--- config.mk ---
export PLATFORM = sky130hd
export DESIGN_NAME = alu_fp8_flat
export DESIGN_NICKNAME = d
export VERILOG_FILES = /design/src/rtl/alu_fp8_if.sv /design/src/rtl/alu_fp8.sv /design/src/flat_wrapper.sv
export SDC_FILE = /design/constraint.sdc
export NUM_CORES = 1
export LEC_CHECK = 0
export CORE_UTILIZATION = 50
export CTS_CLUSTER_DIAMETER = 60
export DETAILED_ROUTE_END_ITERATION = 16
export DONT_BUFFER_PORTS = 1
export GPL_ROUTABILITY_DRIVEN = 0
export MAX_ROUTING_LAYER = met4
export RECOVER_POWER = 50
export SETUP_SLACK_MARGIN = 0.02
export SYNTH_ARGS = -nofsm -noshare
export SYNTH_HDL_FRONTEND = slang
export SYNTH_SLANG_ARGS = --single-unit
--- constraint.sdc ---
create_clock -name clock -period 9.2 [get_ports clock]
set_input_delay 0.46 -clock clock [delete_from_list [all_inputs] [get_ports clock]]
set_output_delay 0.46 -clock clock [all_outputs]
set_load 0.02 [all_outputs]
--- src/rtl/alu_fp8_if.sv ---
// Operand/result bundle for the FP8 E4M3 arithmetic unit.
// The master drives operands and opcode; the slave (the ALU) returns the result.
interface alu_fp8_if;
    logic [7:0] a;
    logic [7:0] b;
    logic [3:0] opcode;
    logic [7:0] y;
    logic       is_output_valid;

    modport master (output a, b, opcode, input y, is_output_valid);
    modport slave  (input a, b, opcode, output y, is_output_valid);
endinterface

--- src/rtl/alu_fp8.sv ---
// Multi-cycle FP8 (E4M3, bias 7) ADD/SUB/MUL unit: one operation per reset release,
// fixed 4-edge latency, truncating rounding, saturation on overflow, flush on underflow.
module alu_fp8 (
    input  logic      clock,
    input  logic      reset,
    alu_fp8_if.slave  bus
);
    localparam logic [2:0] IDLE = 3'd0;
    localparam logic [2:0] LOAD = 3'd1;
    localparam logic [2:0] EXEC = 3'd2;
    localparam logic [2:0] NORM = 3'd3;
    localparam logic [2:0] DONE = 3'd4;

    localparam logic [3:0] OP_ADD = 4'b0001;
    localparam logic [3:0] OP_MUL = 4'b0010;
    localparam logic [3:0] OP_SUB = 4'b0011;

    logic [2:0] state;
    logic [3:0] op_r;
    logic       sa, sb;
    logic [3:0] ea, eb;
    logic [2:0] ma, mb;

    // Significand with binary point between bits 6 and 5; bit 7 set means >= 2.0.
    logic              ex_sign;
    logic signed [7:0] ex_exp;
    logic        [7:0] ex_sig;
    logic        [7:0] pack_r;
    logic        [7:0] y_r;
    logic              valid_r;

    logic              ex_sign_d;
    logic signed [7:0] ex_exp_d;
    logic        [7:0] ex_sig_d;
    logic              sx, sy;
    logic        [3:0] ex, ey, d;
    logic        [2:0] mx, my;
    logic        [6:0] x7, y7;

    // NOTE: every output of a combinational block gets a default first, so no path leaves it unassigned and no latch is inferred.
    always_comb begin
        ex_sign_d = 1'b0;
        ex_exp_d  = '0;
        ex_sig_d  = '0;
        sx = 1'b0; ex = '0; mx = '0;
        sy = 1'b0; ey = '0; my = '0;
        d  = '0;   x7 = '0; y7 = '0;
        if (op_r == OP_MUL) begin
            if (ea != 4'd0 && eb != 4'd0) begin
                ex_sign_d = sa ^ sb;
                ex_exp_d  = 8'(ea) + 8'(eb) - 8'd7;
                ex_sig_d  = 8'({1'b1, ma}) * 8'({1'b1, mb});
            end
        end else if (op_r == OP_ADD || op_r == OP_SUB) begin
            if (ea == 4'd0 && eb == 4'd0) begin
                ex_sig_d = '0;
            end else if (eb == 4'd0) begin
                ex_sign_d = sa;
                ex_exp_d  = 8'(ea);
                ex_sig_d  = {2'b01, ma, 3'b000};
            end else if (ea == 4'd0) begin
                ex_sign_d = sb;
                ex_exp_d  = 8'(eb);
                ex_sig_d  = {2'b01, mb, 3'b000};
            end else begin
                if ({ea, ma} >= {eb, mb}) begin
                    sx = sa; ex = ea; mx = ma;
                    sy = sb; ey = eb; my = mb;
                end else begin
                    sx = sb; ex = eb; mx = mb;
                    sy = sa; ey = ea; my = ma;
                end
                d  = ex - ey;
                x7 = {1'b1, mx, 3'b000};
                y7 = (d >= 4'd8) ? 7'd0 : ({1'b1, my, 3'b000} >> d);
                ex_sig_d  = (sx == sy) ? ({1'b0, x7} + {1'b0, y7})
                                       : ({1'b0, x7} - {1'b0, y7});
                ex_sign_d = sx;
                ex_exp_d  = 8'(ex);
            end
        end
    end

    logic        [2:0] lz;
    logic        [7:0] shifted;
    logic        [2:0] n_man;
    logic signed [7:0] n_exp;
    logic        [7:0] pack_d;

    always_comb begin
        lz = '0;
        for (int i = 0; i < 7; i++) begin
            if (ex_sig[i]) lz = 3'(6 - i);
        end
        shifted = ex_sig << lz;
        if (ex_sig[7]) begin
            n_man = ex_sig[6:4];
            n_exp = ex_exp + 8'sd1;
        end else begin
            n_man = shifted[5:3];
            n_exp = ex_exp - $signed({5'b00000, lz});
        end
        if (ex_sig == 8'd0 || n_exp <= 8'sd0)
            pack_d = 8'h00;
        else if (n_exp > 8'sd15)
            pack_d = {ex_sign, 7'h7F};
        else
            pack_d = {ex_sign, n_exp[3:0], n_man};
    end

    // NOTE: sequential state uses non-blocking assignments so every register samples pre-edge values.
    always_ff @(posedge clock) begin
        if (!reset) begin
            state   <= IDLE;
            op_r    <= '0;
            sa      <= 1'b0; ea <= '0; ma <= '0;
            sb      <= 1'b0; eb <= '0; mb <= '0;
            ex_sign <= 1'b0;
            ex_exp  <= '0;
            ex_sig  <= '0;
            pack_r  <= '0;
            y_r     <= '0;
            valid_r <= 1'b0;
        end else begin
            case (state)
                IDLE: begin
                    op_r  <= bus.opcode;
                    sa    <= bus.a[7];
                    ea    <= bus.a[6:3];
                    ma    <= bus.a[2:0];
                    sb    <= bus.b[7] ^ (bus.opcode == OP_SUB);
                    eb    <= bus.b[6:3];
                    mb    <= bus.b[2:0];
                    state <= LOAD;
                end
                LOAD: begin
                    ex_sign <= ex_sign_d;
                    ex_exp  <= ex_exp_d;
                    ex_sig  <= ex_sig_d;
                    state   <= EXEC;
                end
                EXEC: begin
                    pack_r <= pack_d;
                    state  <= NORM;
                end
                NORM: begin
                    y_r     <= pack_r;
                    valid_r <= 1'b1;
                    state   <= DONE;
                end
                DONE:    state <= DONE;
                default: state <= IDLE;
            endcase
        end
    end

    assign bus.y               = y_r;
    assign bus.is_output_valid = valid_r;
endmodule

--- src/flat_wrapper.sv ---
// flat-port wrapper written by rule: the top's interface ports become plain ports
module alu_fp8_flat 
  (clock, reset, bus_a, bus_b, bus_opcode, bus_y, bus_is_output_valid);
  alu_fp8_if bus_i ();
  input  logic clock;
  input  logic reset;
  input wire logic [$bits(bus_i.a)-1:0] bus_a;
  input wire logic [$bits(bus_i.b)-1:0] bus_b;
  input wire logic [$bits(bus_i.opcode)-1:0] bus_opcode;
  output wire logic [$bits(bus_i.y)-1:0] bus_y;
  output wire logic [$bits(bus_i.is_output_valid)-1:0] bus_is_output_valid;
  assign bus_i.a = bus_a;
  assign bus_i.b = bus_b;
  assign bus_i.opcode = bus_opcode;
  assign bus_y = bus_i.y;
  assign bus_is_output_valid = bus_i.is_output_valid;
  alu_fp8 u_core (.clock(clock), .reset(reset), .bus(bus_i));
endmodule
==> flow_summary.json <==
{
  "final_common_cell": "nand2_1",
  "critical_path_class": "flop to flop",
  "setup-violations-final": 0,
  "wirelength_um": 12100,
  "antenna_left": 0,
  "p_int_uw": 598,
  "tns_ns": 0,
  "worst_path_max_delay_cell": "xnor2_1",
  "synth_cell_types": 64,
  "dp_hpwl_um": 9320,
  "dr.pass1.iters": 5,
  "r2r_start": "u_core.eb[2]$_SDFFE_PN0P_",
  "r2r_cells": 16,
  "die_y_um": 97.4,
  "min_path_cells": 2,
  "avgViaCountPerCell": 5.94,
  "power.density_mw_per_mm2": 206,
  "hold_viol_final": 0,
  "dieArea_mm2": 0.00949,
  "drive_gt1_share_pct": 5.93,
  "grtUsageTotal_pct": 27.8,
  "min_to": "u_core.op_r[2]$_SDFFE_PN0P_",
  "routed-via-count": 4149,
  "whs_ns": 0.246,
  "critPathCaptureType": "flop",
  "violations": "max-capacitance violations, max-slew violations",
  "area.growth.synth_to_final_pct": 6.65,
  "cp_slowest_stage_delay_ns": 0.75,
  "cts_resized": 0,
  "required_ns": 9.47,
  "outcome": "finished, violations left",
  "antenna_cells": 0,
  "maxCapViolCount": 1,
  "clock_latency_ns": 0.35,
  "worst_pin_slew_ns": 2.06,
  "synth_edf_count": 0,
  "ir_worst_vdd_mv": 0.141,
  "cts-root-buf": "clkbuf_8",
  "hold_path.class": "input port to flop",
  "cp-start-kind": "flop",
  "syn_area_mm2": 0.00455,
  "r2r_end": "u_core.ex_sig[4]$_SDFFE_PN0P_",
  "final_cell_mix": "nand2_1, a21oi_1, dfxtp_1",
  "rsz0062_at_grt": "no",
  "max_freq_mhz": 190,
  "post_dp_cell_area_mm2": 0.00461,
  "clock-sinks": 57,
  "synthFlopType": "dfxtp_1",
  "clock_skew_ns": 0.0118,
  "drc": 0,
  "switching_share_pct": 40.1,
  "path_clk_slew_ns": 0.07,
  "fillCellCount": 858,
  "initialDrtViolationCount": 228,
  "start_util_pct": 51.9,
  "p_switching_uw": 401,
  "arrival_ns": 5.53,
  "fin_crit_sh_pct": 57.2,
  "cp_cell_sequence": "inv_1, ha_1, nand4_1, o21ai_4, a2111oi_0, a211o_1, xnor2_1, nand2_1, a21o_1, ha_1, nand3_1, a2111oi_0, a211o_1, nor3_1, or3b_1, a31oi_1",
  "avgSynthCellArea_um2": 7.65,
  "syn-instance-count": 595,
  "ys.warnings.count": 0,
  "p_clk_share_pct": 29.8,
  "stdcell_area_mm2": 0.00485,
  "rows": 34,
  "syn-num-nets": 668,
  "r2r_slack_ns": 3.94,
  "slew_headroom_pct": -37.4,
  "path_max_fanout": 15,
  "htree_levels": 3,
  "grt_pass1_vias": 4068,
  "combPwrFrac_pct": 41.8,
  "ys_ff_latch": 57,
  "grt_max_degree": 49,
  "wl_per_cell_um": 17.4,
  "hold_start": "bus_opcode[2]",
  "portBuffers": 0,
  "ys_seq_area_share_pct": 25.1,
  "cts_hold_buf": 0,
  "p_leak_nw": 2.05,
  "cts_setup_buffers": 0,
  "tritoncts": "done",
  "nNetsFinal": 658,
  "drv_slew": 49,
  "antenna_found_initial": 0,
  "cts_buffers": 9,
  "async_flop_share_pct": 0,
  "num_io_pins": 31,
  "cts_max_path_buffers": 2,
  "core_area_mm2": 0.00876,
  "grt_overflow": 0,
  "seq_power_share_pct": 28.5,
  "min_period_ns": 5.26,
  "grt_pass1_wl_um": 20500,
  "chipWidth_um": 97.4
}
## routing by layer
metal	vias to the layer above	GRT usage, %	wire length, um
met5	-	-	0
met4	0	10.9	333
met3	24	4.10	539
met2	123	38.9	5050
met1	1926	40.1	6220
li1	2076	-	-
## layout make-up
cell class,count,area (um2),area share [%]
inverter,35,131,2.71
sequential,57,1140,23.5
clock inverter,7,125,2.58
timing repair buffer,4,26.3,0.541
clock buffer,9,124,2.55
tap,108,135,2.78
multi-input combinational,478,3170,65.3
## worst max-delay path, delay by kind of cell, from the launching register on
family	cells	cell delay (ns)
flip-flops	1	0.44
AO/OA/AOI/OAI	7	2.02
adder cells (fa/ha/maj)	2	0.96
buffers and inverters	1	0.11
AND/OR/NAND/NOR	5	0.89
XOR/XNOR	1	0.75
## cells in the mapped netlist, types with 2 or more instances
cell	instances	area share, %
a31oi_1	3	0.41
nor3_1	14	1.5
o31ai_1	4	0.66
clkbuf_1	20	1.6
a21o_1	9	1.5
nor2b_1	6	0.82
o31a_1	2	0.38
a21oi_1	68	7.5
and2_1	6	0.82
o221ai_1	2	0.38
mux2_2	2	0.49
or3_1	5	0.69
dfxtp_1	57	25
nand4_1	7	0.96
o22ai_1	2	0.27
buf_1	2	0.16
or2_2	2	0.27
nor3b_1	3	0.49
fa_1	8	3.5
a211oi_1	6	0.99
nand2_1	108	8.9
o211ai_1	2	0.33
mux2i_1	9	2.0
a221oi_1	2	0.38
buf_6	2	0.49
a2111oi_0	2	0.38
xor2_1	5	0.96
o21bai_1	5	0.82
o21a_1	5	0.82
a211o_1	4	0.77
clkinv_1	2	0.16
nor2_1	49	4.0
ha_1	43	12
o21ai_0	28	3.1
nand2b_1	5	0.69
xnor2_1	16	3.1
nor4_1	4	0.55
a22oi_1	3	0.49
mux4_2	2	0.99
o211a_1	3	0.66
inv_1	33	2.7
nand3_1	13	1.4
## registers in the layout, indices dropped and copies added (netlist names)
| name | cells |
|---|---|
| u_core.bus.y | 8 |
| u_core.ex_exp | 8 |
| u_core.ex_sig | 8 |
| u_core.pack_r | 8 |
| u_core.ea | 4 |
| u_core.eb | 4 |
| u_core.op_r | 4 |
| u_core.ma | 3 |
| u_core.mb | 3 |
| u_core.state | 3 |
| u_core.bus.is_output_valid | 1 |
| u_core.ex_sign | 1 |
| u_core.sa | 1 |
| u_core.sb | 1 |
## worst max-delay path by stage
stage | from | endpoint | cells past startpoint
floorplan | u_core.eb[2]$_SDFFE_PN0P_ | u_core.ex_sig[4]$_SDFFE_PN0P_ | 19
global placement | u_core.eb[2]$_SDFFE_PN0P_ | u_core.ex_sig[4]$_SDFFE_PN0P_ | 16
detailed placement | u_core.eb[2]$_SDFFE_PN0P_ | u_core.ex_sig[4]$_SDFFE_PN0P_ | 16
CTS | u_core.eb[2]$_SDFFE_PN0P_ | u_core.ex_sig[4]$_SDFFE_PN0P_ | 16
global route | u_core.eb[2]$_SDFFE_PN0P_ | u_core.ex_sig[4]$_SDFFE_PN0P_ | 16
finish | u_core.eb[2]$_SDFFE_PN0P_ | u_core.ex_sig[4]$_SDFFE_PN0P_ | 16
## per-stage QoR
step	utilization, %	cells	worst slack (ns)	power [mW]
after detailed placement	52.6	682	4.09	0.697
after CTS	55.4	698	4.05	0.997
after floorplan	-	595	4.91	0.609
after global placement	52.6	682	4.33	0.689
final	55.4	698	3.94	0.999
after global routing	55.4	698	3.63	1.06
## kinds of logic (layout without fill, tap and decap cells)
family / count (synthesis) / in the layout / share of synthesized area, %
fa+ha+maj: 51 / 51 / 15.3
compound gates: 166 / 166 / 24.4
buf+inv: 60 / 55 / 5.36
flops: 57 / 57 / 25.1
mux: 13 / 13 / 3.46
simple gates: 226 / 226 / 22.0
xor+xnor: 22 / 22 / 4.40
## power by group through the flow
| stage | combinational [mW] | sequential [mW] | clock, mW |
|---|---|---|---|
| after floorplan | 0.329 | 0.280 | 0 |
| after global placement | 0.400 | 0.289 | 0 |
| after detailed placement | 0.407 | 0.290 | 0 |
| after CTS | 0.410 | 0.284 | 0.303 |
| after global routing | 0.461 | 0.287 | 0.313 |
| final | 0.417 | 0.284 | 0.297 |
(Power assumes the default switching activity.)
